**src/rtl/lsu_sram_bridge.sv**
```systemverilog
// lsu_sram_bridge: M-stage load/store unit driving a handshaked SRAM-like
// data port. Decodes MIPS load/store opcodes, flags misaligned accesses,
// issues one request per memory instruction and stalls the pipeline until
// the response returns, then delivers sign/zero-extended load data.
module lsu_sram_bridge #(
  parameter int DATA_W = 32,
  parameter int ADDR_W = 32
) (
  input  logic                clk,
  input  logic                resetn,
  input  logic                mem_valid_i,
  input  logic [5:0]          op_i,
  input  logic [ADDR_W-1:0]   addr_i,
  input  logic [31:0]         wdata_i,
  input  logic                flush_i,
  output logic                stall_o,
  output logic                done_o,
  output logic [31:0]         rdata_o,
  output logic                addr_err_load_o,
  output logic                addr_err_store_o,
  output logic [ADDR_W-1:0]   badvaddr_o,
  output logic                data_req_o,
  output logic                data_wr_o,
  output logic [1:0]          data_size_o,
  output logic [ADDR_W-1:0]   data_addr_o,
  output logic [DATA_W/8-1:0] data_wstrb_o,
  output logic [DATA_W-1:0]   data_wdata_o,
  input  logic                data_addr_ok_i,
  input  logic                data_data_ok_i,
  input  logic [DATA_W-1:0]   data_rdata_i
);

  localparam int NB    = DATA_W / 8;
  localparam int OFF_W = $clog2(NB);

  localparam logic [5:0] OP_LB  = 6'b100000;
  localparam logic [5:0] OP_LH  = 6'b100001;
  localparam logic [5:0] OP_LW  = 6'b100011;
  localparam logic [5:0] OP_LBU = 6'b100100;
  localparam logic [5:0] OP_LHU = 6'b100101;
  localparam logic [5:0] OP_SB  = 6'b101000;
  localparam logic [5:0] OP_SH  = 6'b101001;
  localparam logic [5:0] OP_SW  = 6'b101011;

  typedef enum logic [2:0] {
    S_IDLE,
    S_REQ,
    S_WAIT,
    S_DRAIN,
    S_RESP
  } state_t;

  state_t             state;
  logic [5:0]         op_q;
  logic [OFF_W-1:0]   off_q;

  logic               is_load;
  logic               is_store;
  logic [1:0]         size_c;
  logic               misaligned;
  logic               legal_op;
  logic [OFF_W-1:0]   off_c;
  logic [NB-1:0]      base_mask;
  logic [NB-1:0]      wstrb_c;
  logic [DATA_W-1:0]  wdata_c;
  logic [31:0]        lane;
  logic [31:0]        ext_c;

  assign off_c = addr_i[OFF_W-1:0];

  // Opcode decode into load/store class and access size, plus alignment check
  always_comb begin
    is_load  = 1'b0;
    is_store = 1'b0;
    size_c   = 2'd0;
    case (op_i)
      OP_LB, OP_LBU: begin is_load  = 1'b1; size_c = 2'd0; end
      OP_LH, OP_LHU: begin is_load  = 1'b1; size_c = 2'd1; end
      OP_LW:         begin is_load  = 1'b1; size_c = 2'd2; end
      OP_SB:         begin is_store = 1'b1; size_c = 2'd0; end
      OP_SH:         begin is_store = 1'b1; size_c = 2'd1; end
      OP_SW:         begin is_store = 1'b1; size_c = 2'd2; end
      default:       begin is_load  = 1'b0; is_store = 1'b0; end
    endcase
    misaligned = ((size_c == 2'd2) && (addr_i[1:0] != 2'b00)) ||
                 ((size_c == 2'd1) && addr_i[0]);
    legal_op   = (is_load || is_store) && !misaligned;
  end

  // Byte-lane strobes and bus-wide replicated store data for the current op
  always_comb begin
    base_mask = '0;
    case (size_c)
      2'd0:    base_mask[0]   = 1'b1;
      2'd1:    base_mask[1:0] = 2'b11;
      default: base_mask[3:0] = 4'hF;
    endcase
    wstrb_c = is_store ? (base_mask << off_c) : '0;
    wdata_c = '0;
    if (is_store) begin
      case (size_c)
        2'd0:    wdata_c = {NB{wdata_i[7:0]}};
        2'd1:    wdata_c = {(NB/2){wdata_i[15:0]}};
        default: wdata_c = {(NB/4){wdata_i}};
      endcase
    end
  end

  // Select the addressed lane of the response and extend it per the captured op
  always_comb begin
    lane  = 32'(data_rdata_i >> {off_q, 3'b000});
    ext_c = lane;
    case (op_q)
      OP_LB:   ext_c = {{24{lane[7]}}, lane[7:0]};
      OP_LBU:  ext_c = {24'd0, lane[7:0]};
      OP_LH:   ext_c = {{16{lane[15]}}, lane[15:0]};
      OP_LHU:  ext_c = {16'd0, lane[15:0]};
      default: ext_c = lane;
    endcase
  end

  // Request FSM: capture the access, hold it on the port, track flushes
  always_ff @(posedge clk or negedge resetn) begin
    if (!resetn) begin
      state        <= S_IDLE;
      op_q         <= '0;
      off_q        <= '0;
      data_wr_o    <= 1'b0;
      data_size_o  <= 2'd0;
      data_addr_o  <= '0;
      data_wstrb_o <= '0;
      data_wdata_o <= '0;
      rdata_o      <= '0;
    end else begin
      case (state)
        S_IDLE: begin
          if (mem_valid_i && legal_op && !flush_i) begin
            op_q         <= op_i;
            off_q        <= off_c;
            data_wr_o    <= is_store;
            data_size_o  <= size_c;
            data_addr_o  <= addr_i;
            data_wstrb_o <= wstrb_c;
            data_wdata_o <= wdata_c;
            state        <= S_REQ;
          end
        end
        S_REQ: begin
          if (data_addr_ok_i)
            state <= flush_i ? S_DRAIN : S_WAIT;
          else if (flush_i)
            state <= S_IDLE;
        end
        S_WAIT: begin
          if (flush_i)
            state <= data_data_ok_i ? S_IDLE : S_DRAIN;
          else if (data_data_ok_i) begin
            rdata_o <= ext_c;
            state   <= S_RESP;
          end
        end
        S_DRAIN: begin
          if (data_data_ok_i)
            state <= S_IDLE;
        end
        S_RESP: begin
          state <= S_IDLE;
        end
        default: state <= S_IDLE;
      endcase
    end
  end

  assign data_req_o = (state == S_REQ);
  assign done_o     = (state == S_RESP) && !flush_i;

  // Stall while a request is outstanding, or while a legal op waits in IDLE;
  // everything combinational reads zero while reset is held
  assign stall_o = resetn &&
                   ((state == S_REQ) || (state == S_WAIT) || (state == S_DRAIN) ||
                    (mem_valid_i && legal_op && !flush_i && (state != S_RESP)));

  assign addr_err_load_o  = resetn && is_load  && misaligned;
  assign addr_err_store_o = resetn && is_store && misaligned;
  assign badvaddr_o       = (addr_err_load_o || addr_err_store_o) ? addr_i : '0;

endmodule

```
**config.mk**
```make
export PLATFORM = sky130hd
export DESIGN_NAME = lsu_sram_bridge
export DESIGN_NICKNAME = d
export VERILOG_FILES = /design/src/rtl/lsu_sram_bridge.sv
export SDC_FILE = /design/constraint.sdc
export NUM_CORES = 1
export LEC_CHECK = 0
export BUFFER_PORTS_ARGS = -buffer_cell sky130_fd_sc_hd__buf_4
export CORE_ASPECT_RATIO = 0.8
export CORE_UTILIZATION = 45
export CTS_BUF_LIST = sky130_fd_sc_hd__clkbuf_4 sky130_fd_sc_hd__clkbuf_8
export DETAILED_ROUTE_END_ITERATION = 7
export GPL_ROUTABILITY_DRIVEN = 0
export GPL_TIMING_DRIVEN = 1
export PLACE_DENSITY = 0.82
export SLEW_MARGIN = 20
export SYNTH_ARGS = -nofsm -noshare
export SYNTH_HDL_FRONTEND = slang
export SYNTH_SLANG_ARGS = --single-unit
```
**constraint.sdc**
```tcl
create_clock -name clk -period 1.81 [get_ports clk]
set_input_delay 0.181 -clock clk [delete_from_list [all_inputs] [get_ports clk]]
set_output_delay 0.181 -clock clk [all_outputs]
set_load 0.02 [all_outputs]
```
==> run_results.csv, run 1 <==
group,metric,value,unit
place,dp.cells,941,
critical_path,arrival,1.61,ns
critical_path,cp_slowest_cell,"and3b_1",
power,leakagePower,4.24,nW
grt,grt_max_degree,75,
grt,grt.overflow.total,0,
critical_path,cpMostUsedCell,"buf_4",
cts,clk_pin_slew,0.13,ns
cts,clockRootBuffer,"clkbuf_8",
synth,synth_area,0.00575,mm2
synth,synth_cells,524,
critical_path,worstSetupEndpointType,"primary output",
die,dieArea,0.0132,mm2
timing,post-route-min-period,1.79,ns
die,core.rowCount,36,
power,p_switching,4.33,mW
critical_path,worst-setup-path-type,"input port to primary output",
grt,grt_pass1_vias,5231,
synth,yosys-top-cells-area,"dfrtp_1 (49%), mux2_2 (14%), mux2i_1 (5.9%), and2_1 (3.7%), a21oi_1 (3.0%)",
critical_path,worstPathMaxFanout,16,
synth,yosys_warnings,0,
detailed_routing,drt_iter0_markers,399,
synth,syn-num-nets,632,
timing,setup_viol,0,
die,design.core.area,0.0123,mm2
power,p_int,6.40,mW
power,power_frac_comb,48.0,%
detailed_routing,totalWireLength,17.9,mm
place,dpl.hpwl,13.4,mm
synth,synthArstFlopShare,100,%
flow_run,maxCapViolations,0,
cts,clock_path_buffers,2,
power,seqPwrFrac,37.8,%
detailed_routing,first_pass_iters,5,
die,ios,248,
timing,hold_viol_final,0,
detailed_routing,viasPerCell,5.43,
detailed_routing,wire_per_inst,18.5,um
cells_and_area,drive_gt1_share,50.4,%
timing,period_share,99.1,%
cells_and_area,diodes,0,
cts,numCtsBuffers,9,
power,pwr-share-clk,14.2,%
cts,clock_latency,0.40,ns
place,portBuffers,247,
power,power.density,1270,mW/mm2
cells_and_area,fill_cells,931,
grt,grt_pass1_wl,26.9,mm
timing,tightest_slew,0.906,ns
critical_path,cp_cell_sequence,"buf_4 > and3b_1 > nand3_2 > a21boi_4 > buf_12 > clkbuf_16 > and2_1 > buf_4",
synth,yosysUniqueCellTypes,45,
cells_and_area,final_cells,967,
grt,grt_use_total,26.6,%
timing,clock_skew,0.0186,ns
detailed_routing,vias,5250,
run_status,status,"complete, no violations",
cells_and_area,nNetsFinal,899,
critical_path,slowest_delay,0.25,ns
cts,cts_tree,"yes",
synth,ys.flop_type,"dfrtp_1",
synth,synth_top_area_cell,"dfrtp_1",
detailed_routing,drc,0,
synth,postSynthAreaPerCell,11.0,um2
synth,synth_edf_count,0,
cts,clock_sinks,112,
synth,synth_top_area_share,48.8,%
die,die_w,128,um
power,ir_worst_vdd,0.835,mV
grt,antenna_found_initial,0,
timing,slew_headroom,39.6,%
critical_path,required,1.63,ns
critical_path,critPathLaunchType,"input port",
synth,synth-seq-cells,112,
die,start_util,46.7,%
detailed_routing,ant_nets,0,
power,swShare,40.3,%
cells_and_area,area_growth,46.7,%
cts,htreeDepth,3,
hold_path,hold_class,"input port to flip-flop",
timing,hold_slack,0.0195,ns
synth,yosysSeqAreaShare,48.8,%
die,die_y,103,um
timing,fmaxAchievable,557,MHz
timing,finalMaxSlewViolations,0,
## cell families after synthesis
family	after synthesis	synth area share, %
flip-flops	112	48.8
AO/OA/AOI/OAI	100	11.8
AND/OR/NAND/NOR	147	14.9
XOR/XNOR	1	0.152
buffers and inverters	60	4.57
multiplexers	104	19.8
## critical path: cells and delay by family
family / cells / cell delay, ns
buf+inv: 4 / 0.60
simple gates: 3 / 0.60
compound gates: 1 / 0.23
## sequential cells by signal (all words and copies together) (netlist names)
register / cells
state: 3
data_addr_o: 31
rdata_o: 32
data_wdata_o: 32
data_size_o: 2
op_q: 6
data_wr_o: 1
off_q: 1
data_wstrb_o: 4
## power groups by stage
stage	Combinational [mW]	Sequential, mW	Clock, mW
5_1_grt	5.47	4.16	1.66
6_report	5.15	4.06	1.52
3_3_place_gp	4.99	4.03	0
2_1_floorplan	1.83	5.00	0
4_1_cts	5.12	4.05	1.57
3_5_place_dp	5.09	4.08	0
## synth_stat cells (5+ instances only)
library cell,number
and2_1,34
nand2b_1,6
or3_1,9
clkbuf_1,25
mux2i_1,34
a21oi_1,34
inv_1,18
dfrtp_1,112
mux2_2,69
a221o_2,10
o2111ai_1,9
nand3_1,19
nor3_1,6
a221o_1,6
o21ai_0,27
o2bb2ai_1,8
nand2_1,25
nor2_1,19
buf_2,9
nor2b_1,5
nand4b_1,9
## stage by stage
stage,cell area [um2],power (mW),TNS (ns),util [%],setup slack [ns]
4_1_cts,8280,10.7,0,67.4,0.00778
3_3_place_gp,8010,9.01,0,65.2,0.0731
6_report,8430,10.7,0,68.6,0.0159
3_5_place_dp,8010,9.18,-0.506,65.2,-0.0799
5_1_grt,8430,11.3,-0.274,68.6,-0.0265
2_1_floorplan,5780,6.83,-0.0756,-,-0.00831
## area by class of cell
cell class              instances  area (um2)  area share [%]
flip-flops and latches        112        2800            33.2
multi-input cells             352        2770            32.8
repair buffers                297        2370            28.1
well taps                     171         214            2.54
clock buffers                   9         124            1.47
clock inverters                 7        80.1           0.949
inverters                      19        71.3           0.846
## routing by layer
metal | track usage, % | vias to the layer above | wire length, um
li1 | - | 2422 | -
met1 | 34.2 | 2559 | 7450
met2 | 44.0 | 225 | 8930
met3 | 5.97 | 44 | 1070
met4 | 10.8 | 0 | 489
met5 | 0 | - | 0
## worst paths after layout
| kind | startpoint | to | slack, ns | depth (start not counted) |
|---|---|---|---|---|
| max reg2reg | state[2]$_DFFE_PN0P_ | rdata_o[27]$_DFFE_PN0P_ | 0.05 | 4 |
| max in group asynchronous | resetn | rdata_o[16]$_DFFE_PN0P_ | 0.49 | 3 |
| min | addr_i[11] | data_addr_o[11]$_DFFE_PN0P_ | 0.02 | 2 |
| max | op_i[4] | badvaddr_o[23] | 0.02 | 8 |
| min reg2reg | rdata_o[3]$_DFFE_PN0P_ | rdata_o[3]$_DFFE_PN0P_ | 0.51 | 2 |
| min in group asynchronous | resetn | data_wdata_o[31]$_DFFE_PN0P_ | 0.05 | 2 |
## placed cells by master, fill, tap and decap left out, drive strengths merged, types with 23 or more instances in the layout
cell type / count
a21oi: 34
and2: 34
buf: 287
dfrtp: 112
inv: 23
mux2: 69
mux2i: 34
nand2: 25
o21ai: 28
## what timing repair did
item	CTS	global route
gates resized for setup	2	10
buffers inserted	0	1
pin swaps	0	2
setup endpoints to repair	9	41
hold endpoints to repair	43	19
hold buffers	6	1
gates cloned	0	3
Note: power is estimated with default switching activity, not from simulation.
==> run 2: changes to the inputs <==
Settings changed: BUFFER_PORTS_ARGS -buffer_cell sky130_fd_sc_hd__buf_4 to unset, CORE_UTILIZATION 45 to 60, DONT_BUFFER_PORTS set to 1.
==> run 2 against run 1 <==
  * The flow now finishes with violations (DRC, hold timing)
  * Register-to-register slack barely moved
  * Clock power rose by 7%
  * Die area fell by 25%
  * Critical path type is now flip-flop to flip-flop
  * Critical endpoint is now rdata_o[18]$_DFFE_PN0P_
  * Largest cell class unchanged
  * Largest power group is now sequential cells
==> run_results.csv, run 2 (synthesis gave the netlist of run 1 again) <==
group,metric,value,unit
run_status,status,"finished, violations left",
run_status,violations,"DRC, hold timing",
timing,hold_slack,-0.504,ns
timing,fmaxAchievable,570,MHz
cells_and_area,fill_cells,633,
grt,grt_pass1_vias,4312,
place,dpl-instance-area,0.00600,mm2
critical_path,cpLargestDelayFamily,"multiplexers",
cells_and_area,reg_top3,"data_wdata_o x32, rdata_o x32, data_addr_o x31",
cts,numCtsBuffers,9,
critical_path,crit_buf_inv,1,
timing,finalMaxSlewViolations,0,
detailed_routing,vias,4526,
cts,ctsHoldBuffers,53,
power,ir_worst_vdd,0.975,mV
timing,tightest_slew,0.579,ns
critical_path,required,2.12,ns
timing,setup_viol,0,
critical_path,slowest_delay,0.51,ns
critical_path,cp_cell_sequence,"mux2i_1 > mux4_2 > nor4_4 > buf_12 > a221o_1",
power,leakagePower,3.10,nW
critical_path,critPathLaunchType,"flip-flop",
cts,cts_tree,"yes",
timing,rsz0062_at_grt,"no",
cts,clock_path_buffers,2,
grt,antenna_found_initial,0,
hold_path,hold_class,"input port to async pin",
timing,hold_viol_final,112,
detailed_routing,viasPerCell,6.50,
cts,htreeDepth,3,
critical_path,worst-setup-path-type,"flip-flop to flip-flop",
critical_path,worstSetupEndpointType,"flip-flop",
place,dp_slack,0.0892,ns
cells_and_area,final_area,0.00677,mm2
cells_and_area,regArea,0.00280,mm2
cells_and_area,nNetsFinal,684,
die,die_w,111,um
critical_path,arrival,2.06,ns
detailed_routing,totalWireLength,15.7,mm
timing,post-route-min-period,1.75,ns
grt,grt_max_degree,116,
grt,grt_pass1_wl,23.3,mm
cells_and_area,diodes,0,
place,dpl.hpwl,11.0,mm
detailed_routing,wire_per_inst,22.6,um
critical_path,critical_path_depth,5,
detailed_routing,drc,22,
cts,clock_sinks,112,
timing,slew_headroom,61.2,%
critical_path,worstPathMaxFanout,16,
flow_run,maxCapViolations,0,
detailed_routing,first_pass_iters,7,
detailed_routing,ant_nets,0,
cts,clk_pin_slew,0.10,ns
grt,grt_use_total,30.7,%
cells_and_area,drive_gt1_share,23.6,%
timing,finalSetupTns,0,ns
power,power.density,1360,mW/mm2
cells_and_area,multi_input_area,0.00273,mm2
die,dieArea,0.00998,mm2
cts,clock_latency,0.36,ns
cts,clockRootBuffer,"clkbuf_8",
die,core.rowCount,31,
detailed_routing,drt_iter0_markers,426,
cts,cts_setup_buffers,0,
critical_path,r2r.worst_path.cells,5,
die,start_util,62.5,%
timing,clock_skew,0.00548,ns
die,die_y,89.5,um
die,ios,248,
critical_path,cp_slowest_cell,"mux4_2",
place,portBuffers,0,
die,design.core.area,0.00919,mm2
cells_and_area,area_growth,17.8,%
timing,fin_ws,0.0561,ns
cells_and_area,final_cell_mix,"dfrtp_1 (111), mux2_2 (69), dlygate4sd3_1 (53)",
cells_and_area,mostFrequentLayoutCell,"dfrtp_1",
grt,grt.overflow.total,0,
timing,period_share,96.9,%
[run 2: changes by cell type in the layout (fill, tap and decap cells not counted), sizes merged, moves of 2 or more]
cell,delta
inv,-3
bufinv,+2
clkbuf,-2
dlygate4sd3,+47
buf,-258
[run 2: power breakdown]
group	switching [mW]	leakage (nW)	total (mW)	internal (mW)
combinational	1.13	1.56	2.38	1.25
clock	0.826	0.114	1.63	0.803
sequential	1.82	1.43	5.23	3.41
[run 2: final cells by class]
| cell class | count | share of cell area, % |
|---|---|---|
| Tap cell | 115 | 2.12 |
| Clock buffer | 10 | 1.94 |
| Timing Repair Buffer | 82 | 11.8 |
| Inverter | 19 | 1.05 |
| Sequential cell | 112 | 41.4 |
| Multi-Input combinational cell | 352 | 40.3 |
| Clock inverter | 6 | 1.35 |
[run 2: metal layers]
metal  part of all wire, %  track usage, %  wire length [um]
met3                   8.6            7.46              1350
met2                    50            52.4              7810
met5                     0               0                 0
met4                   2.4            9.71               381
met1                    39            39.6              6190
[run 2: through the flow]
| step | util (%) | total power [mW] | cells |
|---|---|---|---|
| after floorplan | - | 6.83 | 524 |
| after global placement | 65.3 | 7.35 | 627 |
| after detailed placement | 65.3 | 7.51 | 627 |
| after CTS | 73.5 | 9.24 | 696 |
| after global routing | 73.7 | 9.67 | 696 |
| final | 73.7 | 9.24 | 696 |
[run 2: worst reg2reg max path: stages, from the launching register on]
cell and delay (ns):
dfrtp_2 0.50, mux2i_1 0.19, mux4_2 0.51, nor4_4 0.20
buf_12 0.18, a221o_1 0.12
[run 2: timing repair]
item,4_1_cts,5_1_grt
gates resized for setup,0,4
endpoints found under the setup margin,0,16
endpoints found under the hold margin,166,112
[run 2: path summary, 6_finish.rpt]
kind,slack (ns),endpoint,start
setup / recovery,0.06,rdata_o[18]$_DFFE_PN0P_,off_q[0]$_DFFE_PN0P_
hold / removal,-0.50,data_addr_o[15]$_DFFE_PN0P_,resetn
setup reg to reg,0.06,rdata_o[18]$_DFFE_PN0P_,off_q[0]$_DFFE_PN0P_
hold reg to reg,0.52,op_q[5]$_DFFE_PN0P_,op_q[5]$_DFFE_PN0P_
max in group asynchronous,2.15,rdata_o[31]$_DFFE_PN0P_,resetn
min in group clk,0.04,state[0]$_DFFE_PN0P_,data_data_ok_i
==> run 3: changes to the inputs <==
==> constraint.sdc (replaced) <==
create_clock -name clk -period 1.81 [get_ports clk]
set_input_delay 0.2715 -clock clk [delete_from_list [all_inputs] [get_ports clk]]
set_output_delay 0.2715 -clock clk [all_outputs]
set_load 0.02 [all_outputs]
==> run 3 against run 2 <==
  * The flow still finishes with violations (DRC, hold timing)
  * Via count fell by 5.8%
  * Die area is the same
  * Global-route usage shrank 2.8 points
  * Maximum frequency grew 0.52%
  * Sequential share of layout area rose by 3.0 points
  * Worst setup slack better by 0.0091 ns
  * Design area down 6.6%
  * Critical path depth fell by 1
  * Combinational power decreased by 4%
  * Cell count decreased by 7.0%
  * Flip-flop and latch count unchanged
  * Non-clock buffer count decreased by 49
==> run_results.csv, run 3 (synthesis gave the netlist of run 1 again) <==
group,metric,value,unit
critical_path,worstSetupEndpointType,"primary output",
cells_and_area,post-route-util,68.8,%
timing,finalMaxSlewViolations,0,
critical_path,required,1.54,ns
grt,grt_max_degree,116,
detailed_routing,first_pass_iters,8,
timing,period_share,96.4,%
die,ios,248,
detailed_routing,drc,16,
flow_run,maxCapViolations,0,
place,portBuffers,0,
cts,clock_path_buffers,2,
cells_and_area,final_cell_mix,"dfrtp_1 (109), mux2_2 (69), mux2i_1 (34)",
cells_and_area,mostFrequentLayoutCell,"dfrtp_1",
detailed_routing,vias,4263,
detailed_routing,drt_iter0_markers,374,
grt,grt.overflow.total,0,
timing,clock_skew,0.0118,ns
detailed_routing,viasPerCell,6.59,
power,power.density,1430,mW/mm2
timing,fmaxAchievable,573,MHz
run_status,status,"finished, violations left",
die,design.core.area,0.00919,mm2
die,start_util,62.5,%
die,core.rowCount,31,
die,die_y,89.5,um
critical_path,worst-setup-path-type,"flip-flop to primary output",
cts,clk_pin_slew,0.10,ns
place,dpl.hpwl,10.8,mm
critical_path,arrival,1.47,ns
power,ir_worst_vdd,0.724,mV
hold_path,hold_class,"input port to async pin",
critical_path,critPathLaunchType,"flip-flop",
detailed_routing,ant_nets,0,
timing,slew_headroom,70.4,%
cells_and_area,area_growth,10.0,%
grt,grt_pass1_vias,3930,
place,dpl-instance-area,0.00609,mm2
critical_path,worstPathMaxFanout,6,
power,p_total,9.03,mW
die,die_w,111,um
detailed_routing,wire_per_inst,22.4,um
place,dp.cells,631,
timing,rsz0062_at_grt,"no",
cells_and_area,final_cells,647,
die,dieArea,0.00998,mm2
cells_and_area,nNetsFinal,635,
timing,setup_viol,0,
cts,cts_tree,"yes",
power,leakagePower,2.91,nW
grt,grt_pass1_wl,21.3,mm
cts,clockRootBuffer,"clkbuf_8",
run_status,violations,"DRC, hold timing",
grt,antenna_found_initial,1,
cts,clock_sinks,112,
cts,numCtsBuffers,9,
cells_and_area,reg_top3,"data_wdata_o x32, rdata_o x32, data_addr_o x31",
cells_and_area,drive_gt1_share,33.0,%
timing,hold_viol_final,112,
cells_and_area,final_area,0.00632,mm2
detailed_routing,totalWireLength,14.5,mm
timing,post-route-min-period,1.74,ns
grt,grt_use_total,27.9,%
timing,hold_slack,-0.407,ns
timing,tightest_slew,0.443,ns
cts,clock_latency,0.36,ns
cts,htreeDepth,3,
## run 3: critical path, cell delays in order (launching register included)
cell	delay, ns
dfrtp_2	0.46
buf_4	0.16
a211oi_4	0.22
o21ai_1	0.11
buf_4	0.17
## run 3: what timing repair did
action	in CTS	in global routing
hold endpoints to repair	112	112
endpoints found under the setup margin	4	52
setup buffers	0	0
resized for setup	3	7
## run 3: path summary, 6_finish.rpt
kind / from / end / slack, ns / cells past startpoint
hold reg to reg: op_q[5]$_DFFE_PN0P_ / op_q[5]$_DFFE_PN0P_ / 0.50 / 1
min in group clk: wdata_i[7] / data_wdata_o[7]$_DFFE_PN0P_ / 0.03 / 2
hold / removal: resetn / rdata_o[20]$_DFFE_PN0P_ / -0.41 / 0
setup / recovery: state[0]$_DFFE_PN0P_ / stall_o / 0.07 / 4
max in group asynchronous: resetn / rdata_o[1]$_DFFE_PN0P_ / 2.07 / 0
setup reg to reg: off_q[0]$_DFFE_PN0P_ / rdata_o[30]$_DFFE_PN0P_ / 0.08 / 5
## run 3: power breakdown
group,switching [mW],internal (mW)
clock network,0.826,0.672
registers,1.83,3.42
logic,1.10,1.18
total,3.76,5.27
## run 3: layer usage
layer	GRT usage, %	vias up	share of wire [%]
met2	44.0	250	47
met1	37.5	2097	42
li1	-	1894	-
met3	8.54	22	8.8
met4	8.72	0	1.6
met5	0	-	0
## run 3: cell type report
class / instances / area [um2]
timing repair buffer: 33 / 298
multi-input combinational: 352 / 2810
clock buffer: 10 / 138
tap: 115 / 144
inverter: 19 / 71.3
antenna: 1 / 2.50
sequential: 112 / 2810
clock inverter: 5 / 56.3
fill: 697 / 2870
## run 3: through the flow
stage | hold WS [ns] | TNS, ns | setup WS (ns)
after floorplan | -0.0241 | -0.183 | -0.0157
after detailed placement | -0.0217 | -0.00261 | -0.00261
final | -0.407 | 0 | 0.0652
after CTS | -0.430 | 0 | 0.00196
after global placement | -0.0221 | 0 | 0.0828
after global routing | -0.444 | 0 | 0.00241
